[src/rtl/veer_types.sv]
// Shared VeeR types: trigger packet, tdata1 field positions, trigger CSR addresses.
package veer_types;

  typedef struct packed {
    logic        select;
    logic        match;
    logic        store;
    logic        load;
    logic        execute;
    logic        m;
    logic [31:0] tdata2;
  } trigger_pkt_t;

  // Writable/stored portion of one mcontrol (tdata1) entry
  typedef struct packed {
    logic dmode;
    logic hit;
    logic select;
    logic action;
    logic chain;
    logic match;
    logic m;
    logic execute;
    logic store;
    logic load;
  } tdata1_t;

  localparam logic [11:0] TSELECT = 12'h7A0;
  localparam logic [11:0] TDATA1  = 12'h7A1;
  localparam logic [11:0] TDATA2  = 12'h7A2;

  localparam int T1_DMODE   = 27;
  localparam int T1_HIT     = 20;
  localparam int T1_SELECT  = 19;
  localparam int T1_ACTION  = 12;
  localparam int T1_CHAIN   = 11;
  localparam int T1_MATCH   = 7;
  localparam int T1_M       = 6;
  localparam int T1_EXECUTE = 2;
  localparam int T1_STORE   = 1;
  localparam int T1_LOAD    = 0;

  localparam logic [3:0] T1_TYPE    = 4'd2;
  localparam logic [5:0] T1_MASKMAX = 6'd31;

  // Architectural read image of an mcontrol entry; timing and match[3:1] read 0
  function automatic logic [31:0] tdata1_pack(input tdata1_t t);
    logic [31:0] r;
    r = '0;
    r[31:28]    = T1_TYPE;
    r[T1_DMODE] = t.dmode;
    r[26:21]    = T1_MASKMAX;
    r[T1_HIT]     = t.hit;
    r[T1_SELECT]  = t.select;
    r[T1_ACTION]  = t.action;
    r[T1_CHAIN]   = t.chain;
    r[T1_MATCH]   = t.match;
    r[T1_M]       = t.m;
    r[T1_EXECUTE] = t.execute;
    r[T1_STORE]   = t.store;
    r[T1_LOAD]    = t.load;
    return r;
  endfunction

endpackage

[src/rtl/dec_trigger_csr_entry.sv]
// One trigger: stored tdata1 bits, tdata2, debug-mode lock and hit capture.
module dec_trigger_csr_entry
  import veer_types::*;
#(
  parameter logic CHAIN_EN = 1'b1
) (
  input  logic         clk,
  input  logic         rst_l,
  input  logic         t1_wen,
  input  logic         t2_wen,
  input  logic [31:0]  wdata,
  input  logic         dbg_mode,
  input  logic         hit_set,
  output logic         locked,
  output logic [31:0]  tdata1_rd,
  output trigger_pkt_t pkt,
  output logic         chain
);

  tdata1_t     t1_q, t1_d;
  logic [31:0] t2_q, t2_d;
  logic        dmode_new;

  // A debug-owned trigger cannot be touched from machine mode
  assign locked = t1_q.dmode & ~dbg_mode;

  // Next state: CSR write wins over a hit in the same cycle
  always_comb begin
    t1_d      = t1_q;
    t2_d      = t2_q;
    dmode_new = wdata[T1_DMODE] & dbg_mode;
    if (t1_wen && !locked) begin
      t1_d.dmode   = dmode_new;
      t1_d.hit     = wdata[T1_HIT];
      t1_d.select  = wdata[T1_SELECT];
      t1_d.action  = wdata[T1_ACTION] & dmode_new;
      t1_d.chain   = CHAIN_EN & wdata[T1_CHAIN];
      t1_d.match   = wdata[T1_MATCH];
      t1_d.m       = wdata[T1_M];
      t1_d.execute = wdata[T1_EXECUTE];
      t1_d.store   = wdata[T1_STORE];
      t1_d.load    = wdata[T1_LOAD];
    end else if (hit_set) begin
      t1_d.hit = 1'b1;
    end
    if (t2_wen && !locked) begin
      t2_d = wdata;
    end
  end

  // State flops, cleared asynchronously
  always_ff @(posedge clk or negedge rst_l) begin
    if (!rst_l) begin
      t1_q <= '0;
      t2_q <= '0;
    end else begin
      t1_q <= t1_d;
      t2_q <= t2_d;
    end
  end

  assign tdata1_rd   = tdata1_pack(t1_q);
  assign chain       = t1_q.chain;
  assign pkt.select  = t1_q.select;
  assign pkt.match   = t1_q.match;
  assign pkt.store   = t1_q.store;
  assign pkt.load    = t1_q.load;
  assign pkt.execute = t1_q.execute;
  assign pkt.m       = t1_q.m;
  assign pkt.tdata2  = t2_q;

endmodule

[src/rtl/dec_trigger_csr.sv]
// Trigger CSR bank: tselect, address decode, chain cross-check, read mux, packets.
module dec_trigger_csr
  import veer_types::*;
#(
  parameter int NUM_TRIG = 4
) (
  input  logic                         clk,
  input  logic                         rst_l,
  input  logic                         dec_csr_wen,
  input  logic [11:0]                  dec_csr_waddr,
  input  logic [31:0]                  dec_csr_wdata,
  input  logic [11:0]                  dec_csr_raddr,
  input  logic                         dbg_mode,
  input  logic [3:0]                   update_hit_bit,
  output logic [31:0]                  csr_rdata,
  output logic                         csr_rhit,
  output trigger_pkt_t [NUM_TRIG-1:0]  trigger_pkt_any,
  output logic [1:0]                   trigger_chain
);

  logic [1:0]          tselect_q, tselect_d;
  logic                we_tsel, we_t1, we_t2;
  logic [NUM_TRIG-1:0] t1_wen, t2_wen, locked, chain, chain_blk;
  logic [31:0]         tdata1_rd [NUM_TRIG];
  logic                unused_chain;

  assign we_tsel = dec_csr_wen & (dec_csr_waddr == TSELECT);
  assign we_t1   = dec_csr_wen & (dec_csr_waddr == TDATA1);
  assign we_t2   = dec_csr_wen & (dec_csr_waddr == TDATA2);

  // tselect update
  always_comb begin
    tselect_d = tselect_q;
    if (we_tsel) tselect_d = dec_csr_wdata[1:0];
  end

  // tselect register
  always_ff @(posedge clk or negedge rst_l) begin
    if (!rst_l) tselect_q <= '0;
    else        tselect_q <= tselect_d;
  end

  for (genvar g = 0; g < NUM_TRIG; g++) begin : g_trig
    // Chaining an even trigger onto a debug-owned odd partner is refused
    if (g % 2 == 0) begin : g_even
      assign chain_blk[g] = dec_csr_wdata[T1_CHAIN] & locked[g+1];
    end else begin : g_odd
      assign chain_blk[g] = 1'b0;
    end

    assign t1_wen[g] = we_t1 & (tselect_q == g[1:0]) & ~chain_blk[g];
    assign t2_wen[g] = we_t2 & (tselect_q == g[1:0]);

    dec_trigger_csr_entry #(
      .CHAIN_EN ((g % 2) == 0)
    ) u_entry (
      .clk       (clk),
      .rst_l     (rst_l),
      .t1_wen    (t1_wen[g]),
      .t2_wen    (t2_wen[g]),
      .wdata     (dec_csr_wdata),
      .dbg_mode  (dbg_mode),
      .hit_set   (update_hit_bit[g]),
      .locked    (locked[g]),
      .tdata1_rd (tdata1_rd[g]),
      .pkt       (trigger_pkt_any[g]),
      .chain     (chain[g])
    );
  end

  // Odd triggers always hold chain=0
  assign unused_chain  = chain[1] ^ chain[3];
  assign trigger_chain = {chain[2], chain[0]};

  // Combinational read of stored state
  always_comb begin
    csr_rdata = '0;
    csr_rhit  = 1'b0;
    case (dec_csr_raddr)
      TSELECT: begin
        csr_rdata = {30'd0, tselect_q};
        csr_rhit  = 1'b1;
      end
      TDATA1: begin
        csr_rdata = tdata1_rd[tselect_q];
        csr_rhit  = 1'b1;
      end
      TDATA2: begin
        csr_rdata = trigger_pkt_any[tselect_q].tdata2;
        csr_rhit  = 1'b1;
      end
      default: ;
    endcase
  end

endmodule
[config.mk]
export PLATFORM = sky130hd
export DESIGN_NAME = dec_trigger_csr
export DESIGN_NICKNAME = d
export VERILOG_FILES = /design/src/rtl/veer_types.sv /design/src/rtl/dec_trigger_csr_entry.sv /design/src/rtl/dec_trigger_csr.sv
export SDC_FILE = /design/constraint.sdc
export NUM_CORES = 1
export LEC_CHECK = 0
export BUFFER_PORTS_ARGS = -buffer_cell sky130_fd_sc_hd__buf_2
export CAP_MARGIN = 20
export CORE_MARGIN = 4
export CORE_UTILIZATION = 35
export DETAILED_ROUTE_END_ITERATION = 6
export PLACE_DENSITY = 0.68
export SLEW_MARGIN = 20
export SYNTH_ARGS = -nofsm -noshare
export SYNTH_HDL_FRONTEND = slang
export SYNTH_SLANG_ARGS = --single-unit
[constraint.sdc]
create_clock -name clk -period 2.5 [get_ports clk]
set_clock_uncertainty 0.1 [all_clocks]
set_input_delay 0.375 -clock clk [delete_from_list [all_inputs] [get_ports clk]]
set_output_delay 0.375 -clock clk [all_outputs]
set_load 0.03 [all_outputs]
==> results.md <==
- Result of the run: finished with violations
- Violations in the final reports: negative setup slack
- Post-synthesis instance total: 545
- Standard-cell rows: 55
- Synth-to-layout area growth: 33.9%
- Ys async rst share: 1.00
- Highest clock rate: 0.395 GHz
- Fin nets: 856
- Data arrival time of the critical path: 2.06 ns
- Proportion of layout cells with a drive suffix above 1: 0.720
- Fraction of the mapped netlist area in adder cells: 0
- Post-DP HPWL: 15.7 mm
- Wirelength per Cell: 21.0 um
- Tcrit/Tclk final: 1.01
- Tightest hold margin: 0.121 ns
- Number of flops mapped to enable cells by yosys: 0
- DRC Markers: 0
- Post-route minimum period: 2.53 ns
- Worst min path class: in2reg
- Detailed Route Iter0 Violations: 189
- Worst Slack Setup Final: -0.0325 ns
- Final Wtd Congestion: 0.757
- Setup crit end kind: primary output
- Final count of pins violating max slew: 0
- Max-cap violation count: 0
- Number of global-route vias before repair: 6165
- Final total negative setup slack: -0.123 ns
- Initial antenna violation count: 0
- Post-synth cell types: 47
- Post-Synthesis Cell Area: 8160 um2
- Clk pin slew, worst setup/hold paths: 0.07 ns
- Count of endpoints failing hold in the final timing report: 0
- Most used flip-flop cell after synthesis: dfrtp_1
- Slew margin rel.: 0.725
- Worst Setup Start Kind: register
- Number of ports placed on the die boundary: 251
- Mux share of post-synthesis cell area: 0.355
- Worst Reg-to-Reg Cells: 7
- Worst-Skew Late Latency: 0.41 ns
- Main combinational cell family by area after synthesis: multiplexers
- Die extent in x: 161 um
- Mapped Avg Cell Area: 15.0 um2
- Synth Area in Compound Gates: 0.0187
- Number of warnings reported in the yosys synthesis log: 0
- R2R setup slack: 0.17 ns
- Die area: 25800 um2
- Crit path max-delay cell type: mux4_2
- CP startpoint: tselect_q[0]$_DFFE_PN0P_
- Worst path cell trace: buf_8 -> buf_12 -> mux4_2 -> nand3_4 -> o21ai_2 -> buf_6
- Ratio of routed vias to standard cells: 5.06
- Capturing point of the worst reg2reg path: g_trig[2].u_entry.t2_q[8]$_DFFE_PN0P_
- Core occupancy in the finished layout: 0.480
- Post-route design area: 10900 um2
- CTS buffer count: 17
- Overall routed net length: 23.5 mm
- Clock H-tree levels: 4
- Overall routing resource usage: 0.184
- Reg-to-Reg Start: tselect_q[0]$_DFFE_PN0P_
- Vias after detailed routing: 5653
- Clock net sink count: 168
- Clock tree from TritonCTS: done
- Area after DPL: 9750 um2
- Final number of setup-violating endpoints: 6
- Crit Path Max Fanout: 6
- Diode count: 0
- Number of antenna-violating nets in the routed design: 0
- Number of instances on the worst hold path: 3
- Max rail drop VDD: 0.387 mV
- Initial Util: 0.358
- Syn Nets: 609
- Static leakage power: 5.77 nW
- Startpoint of the lowest-slack hold path: update_hit_bit[0]
- Std-Cell Core Area: 22800 um2
- Aggregate global routing overflow: 0
- Synthesized flop and latch total: 168
- Pin count of the biggest net entering global routing: 55
- Clock Path Buffers: 2
- Count of input and output buffers: 250
- Initial DRT Pass Iterations: 4
- Design Power: 0.00559 W
- Die Ht: 161 um
- Slowest Stage Delay on Critical Path: 0.53 ns
- XOR/XNOR Fraction of Synth Area: 0
- Power per standard cell area: 512 nW/um2
- Tightest Pin Transition: 0.412 ns
- Critical path data required time: 2.03 ns
- RSZ-0062 raised after global routing: yes
- Crit Path Class: reg2out
- Global-route wire length before repair: 37.1 mm
- Sequential element share of the synthesized area: 0.515
- Fraction of the mapped netlist area in simple logic gates: 0.0586
- Hold Path Sink: g_trig[0].u_entry.tdata1_rd[20]$_DFFE_PN0P_
- Buffer cell driving the clock tree root: clkbuf_16
synth_stat cells (2+ instances only):
| library cell | number | area, um2 |
|---|---|---|
| nor2_1 | 5 | 18.8 |
| buf_2 | 11 | 55.1 |
| nand3_1 | 14 | 70.1 |
| a21oi_1 | 4 | 20.0 |
| dfrtp_1 | 168 | 4200 |
| nor3_2 | 2 | 20.0 |
| buf_1 | 6 | 22.5 |
| o21ai_1 | 3 | 15.0 |
| nor3b_1 | 2 | 15.0 |
| mux2i_1 | 7 | 70.1 |
| nand3b_1 | 4 | 30.0 |
| nor2b_1 | 2 | 12.5 |
| o21ai_0 | 7 | 35.0 |
| clkbuf_1 | 12 | 45.0 |
| mux2_1 | 2 | 22.5 |
| a31oi_1 | 2 | 12.5 |
| nand2_1 | 10 | 37.5 |
| nand4_1 | 2 | 12.5 |
| mux2_2 | 133 | 1500 |
| buf_4 | 26 | 195 |
| and4bb_2 | 2 | 25.0 |
| and3_1 | 18 | 113 |
| inv_1 | 10 | 37.5 |
| a21boi_0 | 2 | 15.0 |
| mux4_2 | 38 | 856 |
| buf_12 | 3 | 60.1 |
| mux2_4 | 30 | 450 |
worst max-delay path by stage:
stage / endpoint / slack, ns / depth (start not counted)
after CTS: csr_rdata[3] / -0.11 / 6
after global routing: csr_rdata[12] / -0.10 / 6
final: csr_rdata[6] / -0.03 / 6
after global placement: csr_rdata[11] / 0.16 / 6
after floorplan: csr_rdata[11] / -0.06 / 5
after detailed placement: csr_rdata[11] / 0.16 / 6
state kept, by name, summed over array words and instances (netlist names):
register,flops
tselect_q,2
g_trig.u_entry.tdata1_rd,12
g_trig.u_entry.chain,2
g_trig.u_entry.pkt,24
g_trig.u_entry.t2_q,128
where the power goes:
part / switching (W) / leakage (nW) / internal [W]
registers: 0.00000310 / 2.32 / 0.00272
clock network: 0.00114 / 0.285 / 0.00151
logic: 0.000145 / 3.17 / 0.0000724
layer usage:
layer  wire length (um)  GRT usage  up-vias
met2              11700      0.313      180
li1                   -          -     2506
met1              10100      0.239     2956
met4                141     0.0356        0
met3               1490     0.0503       11
met5                  0          0        -
cell type report:
class                      count  area [um2]
inverter                      10        37.5
tap                          313         392
fill                        2000       11900
multi-input combinational    308        3750
clock buffer                  19         443
sequential                   168        4210
clock inverter                13         143
timing repair buffer         287        1950
critical path, delay by kind of cell, from the launching register on:
family	cells	cell delay (ns)
buf+inv	3	0.44
compound gates	1	0.06
mux	1	0.53
simple gates	1	0.11
flops	1	0.50
stage by stage:
step	setup WS [ns]	std cells
after floorplan	-0.0561	545
after global placement	0.162	1072
after detailed placement	0.157	1072
after CTS	-0.108	1122
after global routing	-0.102	1118
final	-0.0325	1118
cells in the final DEF, fill, tap and decap left out, types with 3 or more instances in the layout:
| cell type | count |
|---|---|
| a21oi_1 | 4 |
| and3_4 | 17 |
| buf_12 | 13 |
| buf_2 | 218 |
| buf_4 | 17 |
| buf_6 | 35 |
| clkbuf_16 | 17 |
| clkinv_2 | 3 |
| dfrtp_1 | 166 |
| inv_1 | 6 |
| inv_2 | 4 |
| inv_6 | 4 |
| mux2_2 | 133 |
| mux2_4 | 30 |
| mux2i_1 | 7 |
| mux4_2 | 38 |
| nand2_1 | 6 |
| nand2_2 | 4 |
| nand3_2 | 12 |
| nand3b_1 | 4 |
| nor2_1 | 5 |
| nor3_2 | 3 |
| o21ai_2 | 7 |
cell families after synthesis:
group / after synthesis
and+or+nand+nor: 74
DFF: 168
muxes: 210
buffers and inverters: 69
AOI/OAI and AO/OA: 24
repair_timing:
item	in CTS	in global routing
hold buffers	1	0
gates resized for setup	107	18
setup endpoints to repair	31	31
hold endpoints to repair	39	0
pin swaps	12	4
setup buffers	13	0
gates cloned	5	0
(Power assumes the default switching activity.)
